### src/rtl/vic_pkg.sv
// Shared types and helpers for the vectored interrupt controller.
// prio_first resolves a 16-bit request word to the lowest set index.
package vic_pkg;

  localparam int unsigned IDX_W = 4;

  typedef enum logic {
    IDLE,
    REPLY
  } vic_state_t;

  typedef struct packed {
    logic             valid;
    logic [IDX_W-1:0] index;
  } prio_t;

  // Scans from the top down so the last hit (lowest index) wins.
  function automatic prio_t prio_first(input logic [15:0] req);
    prio_t res;
    res.valid = 1'b0;
    res.index = '0;
    for (int i = 15; i >= 0; i--) begin
      if (req[i]) begin
        res.valid = 1'b1;
        res.index = IDX_W'(i);
      end
    end
    return res;
  endfunction

endpackage

### src/rtl/vic_prio_enc.sv
// Fixed-priority encoder, bit 0 highest: yields valid, a one-hot grant
// and the binary index of the winning request.
module vic_prio_enc
  import vic_pkg::*;
#(
  parameter int N = 4
) (
  input  logic [N-1:0]     req,
  output logic             valid,
  output logic [N-1:0]     grant,
  output logic [IDX_W-1:0] index
);

  logic [15:0] req_ext;
  prio_t       res;

  // Unused upper channels are tied off so the 16-bit helper sees no requests there.
  for (genvar gi = 0; gi < 16; gi++) begin : g_ext
    if (gi < N) begin : g_used
      assign req_ext[gi] = req[gi];
    end else begin : g_pad
      assign req_ext[gi] = 1'b0;
    end
  end

  assign res   = prio_first(req_ext);
  assign valid = res.valid;
  assign index = res.index;

  for (genvar gi = 0; gi < N; gi++) begin : g_grant
    assign grant[gi] = res.valid && (res.index == IDX_W'(gi));
  end

endmodule

### src/rtl/vic_multi.sv
// N-channel vectored interrupt controller: edge/level request latching,
// bus-writable mask, fixed priority and a two-state acknowledge handshake.
module vic_multi
  import vic_pkg::*;
#(
  parameter int             N         = 4,
  parameter int             VW        = 16,
  parameter logic [N-1:0]   EDGE      = {N{1'b1}},
  parameter logic [N-1:0]   MASK_INIT = {N{1'b0}},
  parameter logic [VW-1:0]  SPUR      = '0
) (
  input  logic              clk_sys,
  input  logic              reset,
  input  logic              ce,
  input  logic [N-1:0]      ireq,
  input  logic [N*VW-1:0]   ivec,
  output logic [N-1:0]      iack,
  output logic              virq,
  input  logic              stb,
  output logic [VW-1:0]     dat,
  output logic              ack,
  input  logic              mask_we,
  input  logic [N-1:0]      mask_din,
  output logic [N-1:0]      mask_q
);

  vic_state_t       state_reg, state_next;
  logic [N-1:0]     hist_reg;
  logic [N-1:0]     pend_reg, pend_next;
  logic [N-1:0]     mask_q_reg;
  logic             virq_reg;
  logic             ack_reg, ack_next;
  logic [VW-1:0]    dat_reg, dat_next;
  logic [N-1:0]     iack_reg, iack_next;

  logic [N-1:0]     elig;
  logic             win_valid;
  logic [N-1:0]     win_grant;
  logic [IDX_W-1:0] win_idx;
  logic [VW-1:0]    win_vec;
  logic             svc;

  assign elig = pend_reg & ~mask_q_reg;

  vic_prio_enc #(
    .N (N)
  ) u_prio (
    .req   (elig),
    .valid (win_valid),
    .grant (win_grant),
    .index (win_idx)
  );

  always_comb begin
    win_vec = '0;
    for (int i = 0; i < N; i++) begin
      if (win_idx == IDX_W'(i)) begin
        win_vec = ivec[i*VW +: VW];
      end
    end
  end

  // A real (non-spurious) acknowledge accepted this clock.
  assign svc = ce && stb && (state_reg == IDLE) && win_valid;

  for (genvar gi = 0; gi < N; gi++) begin : g_pend
    if (EDGE[gi]) begin : g_edge
      // A fresh edge beats a service clear on the same clock.
      assign pend_next[gi] = (ce && ireq[gi] && !hist_reg[gi]) ? 1'b1 :
                             (svc && win_grant[gi])             ? 1'b0 :
                                                                  pend_reg[gi];
    end else begin : g_level
      assign pend_next[gi] = ce ? ireq[gi] : pend_reg[gi];
    end
  end

  always_ff @(posedge clk_sys or posedge reset) begin
    if (reset) begin
      hist_reg <= '0;
      pend_reg <= '0;
      virq_reg <= 1'b0;
    end else begin
      pend_reg <= pend_next;
      if (ce) begin
        hist_reg <= ireq;
        virq_reg <= |elig;
      end
    end
  end

  // Mask writes come straight from the bus and are not gated by ce.
  always_ff @(posedge clk_sys or posedge reset) begin
    if (reset) begin
      mask_q_reg <= MASK_INIT;
    end else if (mask_we) begin
      mask_q_reg <= mask_din;
    end
  end

  always_ff @(posedge clk_sys or posedge reset) begin
    if (reset) begin
      state_reg <= IDLE;
      ack_reg   <= 1'b0;
      dat_reg   <= '0;
      iack_reg  <= '0;
    end else begin
      state_reg <= state_next;
      ack_reg   <= ack_next;
      dat_reg   <= dat_next;
      iack_reg  <= iack_next;
    end
  end

  always_comb begin
    state_next = state_reg;
    ack_next   = ack_reg;
    dat_next   = dat_reg;
    iack_next  = '0;
    case (state_reg)
      IDLE: begin
        if (ce && stb) begin
          state_next = REPLY;
          ack_next   = 1'b1;
          if (win_valid) begin
            dat_next  = win_vec;
            iack_next = win_grant;
          end else begin
            dat_next  = SPUR;
          end
        end
      end
      REPLY: begin
        if (ce && !stb) begin
          state_next = IDLE;
          ack_next   = 1'b0;
          dat_next   = '0;
        end
      end
      default: begin
        state_next = IDLE;
        ack_next   = 1'b0;
        dat_next   = '0;
      end
    endcase
  end

  assign iack   = iack_reg;
  assign virq   = virq_reg;
  assign dat    = dat_reg;
  assign ack    = ack_reg;
  assign mask_q = mask_q_reg;

endmodule

### config.mk
export PLATFORM = sky130hd
export DESIGN_NAME = vic_multi
export DESIGN_NICKNAME = d
export VERILOG_FILES = /design/src/rtl/vic_pkg.sv /design/src/rtl/vic_prio_enc.sv /design/src/rtl/vic_multi.sv
export SDC_FILE = /design/constraint.sdc
export NUM_CORES = 1
export LEC_CHECK = 0
export ABC_AREA = 1
export BUFFER_PORTS_ARGS = -buffer_cell sky130_fd_sc_hd__buf_4
export CAP_MARGIN = 20
export CORE_MARGIN = 5
export CORE_UTILIZATION = 35
export DETAILED_ROUTE_END_ITERATION = 10
export GPL_TIMING_DRIVEN = 1
export PLACE_DENSITY = 0.73
export SETUP_SLACK_MARGIN = 0.15
export SLEW_MARGIN = 20
export SYNTH_ARGS = -nofsm -noshare
export SYNTH_HDL_FRONTEND = slang
export SYNTH_SLANG_ARGS = --single-unit
### constraint.sdc
create_clock -name clk_sys -period 1.7 [get_ports clk_sys]
set_input_delay 0.255 -clock clk_sys [delete_from_list [all_inputs] [get_ports clk_sys]]
set_output_delay 0.255 -clock clk_sys [all_outputs]
set_load 0.05 [all_outputs]
==> results.py <==
metrics = {
    "power": {
        "irDropWorstVdd_uv": 500,
        "p_leak_nw": 1.78,
        "p_per_area_mw_per_mm2": 1020,
    },
    "drt": {
        "wire_per_inst_um": 13.3,
        "drt-pass1-iter-count": 4,
        "drt-initial-drc-count": 120,
        "final_antenna_net_count": 0,
        "drc": 0,
        "viasPerCell": 4.57,
        "routed_wl_um": 6330,
        "vias": 2178,
    },
    "synth": {
        "yosysSeqAreaShare_pct": 43.4,
        "avgSynthCellArea_um2": 6.84,
        "yosys_most_used_dff": "dfrtp_1",
        "yosys_warnings": 0,
        "async_reset_ff_share_pct": 100,
        "syn_inst": 295,
        "synth_nets": 372,
        "synth-edff-count": 0,
        "synthesis.area_mm2": 0.00202,
        "synth_cell_types": 22,
        "ys_seq_elements": 35,
    },
    "floorplanning": {
        "die_h_um": 85.9,
        "dieArea_mm2": 0.00738,
        "io_pins": 103,
        "core-area_mm2": 0.00554,
        "rows": 27,
        "initial_core_util_pct": 36.4,
        "die_x_um": 85.9,
    },
    "outcome": {
        "status": "finished, final reports clean",
    },
    "worst_setup_path": {
        "crit_required_ns": 1.87,
        "path_class": "register to register",
        "crit_path_max_fanout": 13,
        "crit_path_end_kind": "register",
        "critPathLaunchType": "register",
        "cp.arrival_ns": 1.55,
    },
    "global_route": {
        "grtUsageTotal_pct": 17.1,
        "grt_pass1_wl_um": 10100,
        "grt_antenna_before_repair": 0,
        "overflow": 0,
        "grt_pass1_vias": 2202,
        "grt_max_degree": 36,
    },
    "layout": {
        "fin_area_mm2": 0.00302,
        "drive_gt1_share_pct": 33.3,
        "insertedDiodeCount": 0,
        "nNetsFinal": 481,
        "multiInputGateArea_um2": 950,
        "areaGrowthSynthToFinish_pct": 49.7,
        "nFillCells": 570,
        "seqCellArea_um2": 880,
        "largest_register_ffs": 16,
        "post-route-util_pct": 54.5,
    },
    "placement": {
        "place_area_mm2": 0.00286,
        "dp_hpwl_um": 4940,
        "io_buffers": 102,
        "dp_slack_ns": 0.272,
        "gp_congestion": 0.915,
    },
    "cts": {
        "clock-sinks": 35,
        "insertion_delay_ns": 0.29,
        "cts_root_buf": "clkbuf_8",
        "path_clk_slew_ns": 0.08,
        "tritoncts": "yes",
        "cts_made_buffers": 5,
        "htree_levels": 2,
        "cts_buffer_depth": 2,
    },
    "timing": {
        "layout_setup_ws_ns": 0.324,
        "slew_viol_final": 0,
        "final_hold_viol_count": 0,
        "fin_crit_sh_pct": 80.9,
        "relSlewSlack_pct": 70.1,
        "fin_tns_setup_ns": 0,
        "min_period_ns": 1.38,
        "worst_slew_pin_slew_ns": 0.449,
        "clock.fmax_ghz": 0.727,
        "setup_viol": 0,
        "grt_setup_unrepaired": "false",
        "clock_skew_ns": 0.00861,
    },
    "worst_hold_path": {
        "hold_path_class": "primary input to async pin",
    },
    "run": {
        "cap_violations": 0,
    },
}
[worst max-delay path: stages (launching register included)]
cell,delay [ns]
dfrtp_2,0.39
inv_1,0.07
nand2_1,0.10
nand2_1,0.13
o21bai_4,0.35
nor2_1,0.09
nand2_1,0.08
nand2_1,0.05
[per-stage QoR]
step | power [mW] | cells | hold WS, ns
floorplan | 1.77 | 295 | 0.359
global placement | 2.18 | 467 | 0.394
detailed placement | 2.20 | 467 | 0.392
CTS | 3.10 | 475 | 0.0825
global route | 3.26 | 477 | 0.121
finish | 3.08 | 477 | 0.0734
[Yosys cell counts (all sizes together) (2+ instances only)]
cell | count | area share, %
nand2 | 129 | 25
nor2 | 38 | 7.2
inv | 37 | 6.9
dfrtp | 35 | 43
nand3 | 28 | 7.6
o21ai | 9 | 2.2
buf | 8 | 3.0
nand4 | 4 | 1.2
a21oi | 2 | 1.1
o22ai | 2 | 0.62
[timing repair]
item	4_1_cts	5_1_grt
setup endpoints to repair	0	7
resized for setup	0	2
hold buffers	0	0
hold endpoints to repair	0	0
setup buffers	0	2
[cell type report]
cell class              count  area share, %
flip-flops and latches     35           29.1
clock buffers               5           2.28
well taps                  72           2.98
clock inverters             3           2.24
inverters                  37           4.60
multi-input cells         215           31.4
repair buffers            110           27.3
[routing by layer]
layer	vias up	wire, µm	track usage (%)
met1	969	2750	22.3
met2	86	2820	27.3
met3	5	716	6.34
met5	-	0	0
li1	1118	-	-
met4	0	50	3.31
[worst paths after layout]
kind                        startpoint           to  slack [ns]  depth (start not counted)
max in group asynchronous        reset    mask_q[2]        1.29                          3
max                          mask_q[2]       dat[5]        0.32                          7
min in group clk_sys       mask_din[0]    mask_q[0]        0.17                          3
max reg2reg                  mask_q[2]       dat[5]        0.32                          7
min                              reset       dat[2]        0.07                          3
min reg2reg                hist_reg[0]  pend_reg[0]        0.46                          1
[cells in the final DEF (no fill, tap or decap)]
master      netlist  layout
a21oi_1           1       1
a21oi_4           1       1
buf_4             1     110
bufinv_16         0       2
clkbuf_8          0       5
clkinvlp_4        0       1
dfrtp_1          35      32
dfrtp_2           0       3
inv_1            32      32
inv_2             5       5
nand2_1         125     125
nand2_4           3       4
nand3_1          27      27
nand3_4           1       1
nand4_1           4       4
nor2_1           37      36
nor2_2            1       2
nor3_1            1       1
nor3b_1           1       1
o21ai_0           8       8
o21ai_1           1       1
o21bai_4          1       1
o22ai_1           2       2
[kinds of logic after synthesis]
group,share of synthesized area [%]
AND/OR/NAND/NOR,41.8
buffers and inverters,9.92
flip-flops,43.4
AO/OA/AOI/OAI,4.84
[power by group]
group,switching [mW],leakage [nW],total [mW],internal [mW]
combinational,0.751,1.28,1.17,0.419
sequential,0.0765,0.435,1.02,0.946
clock,0.308,0.0644,0.893,0.585
Note: power is estimated with default switching activity, not from simulation.
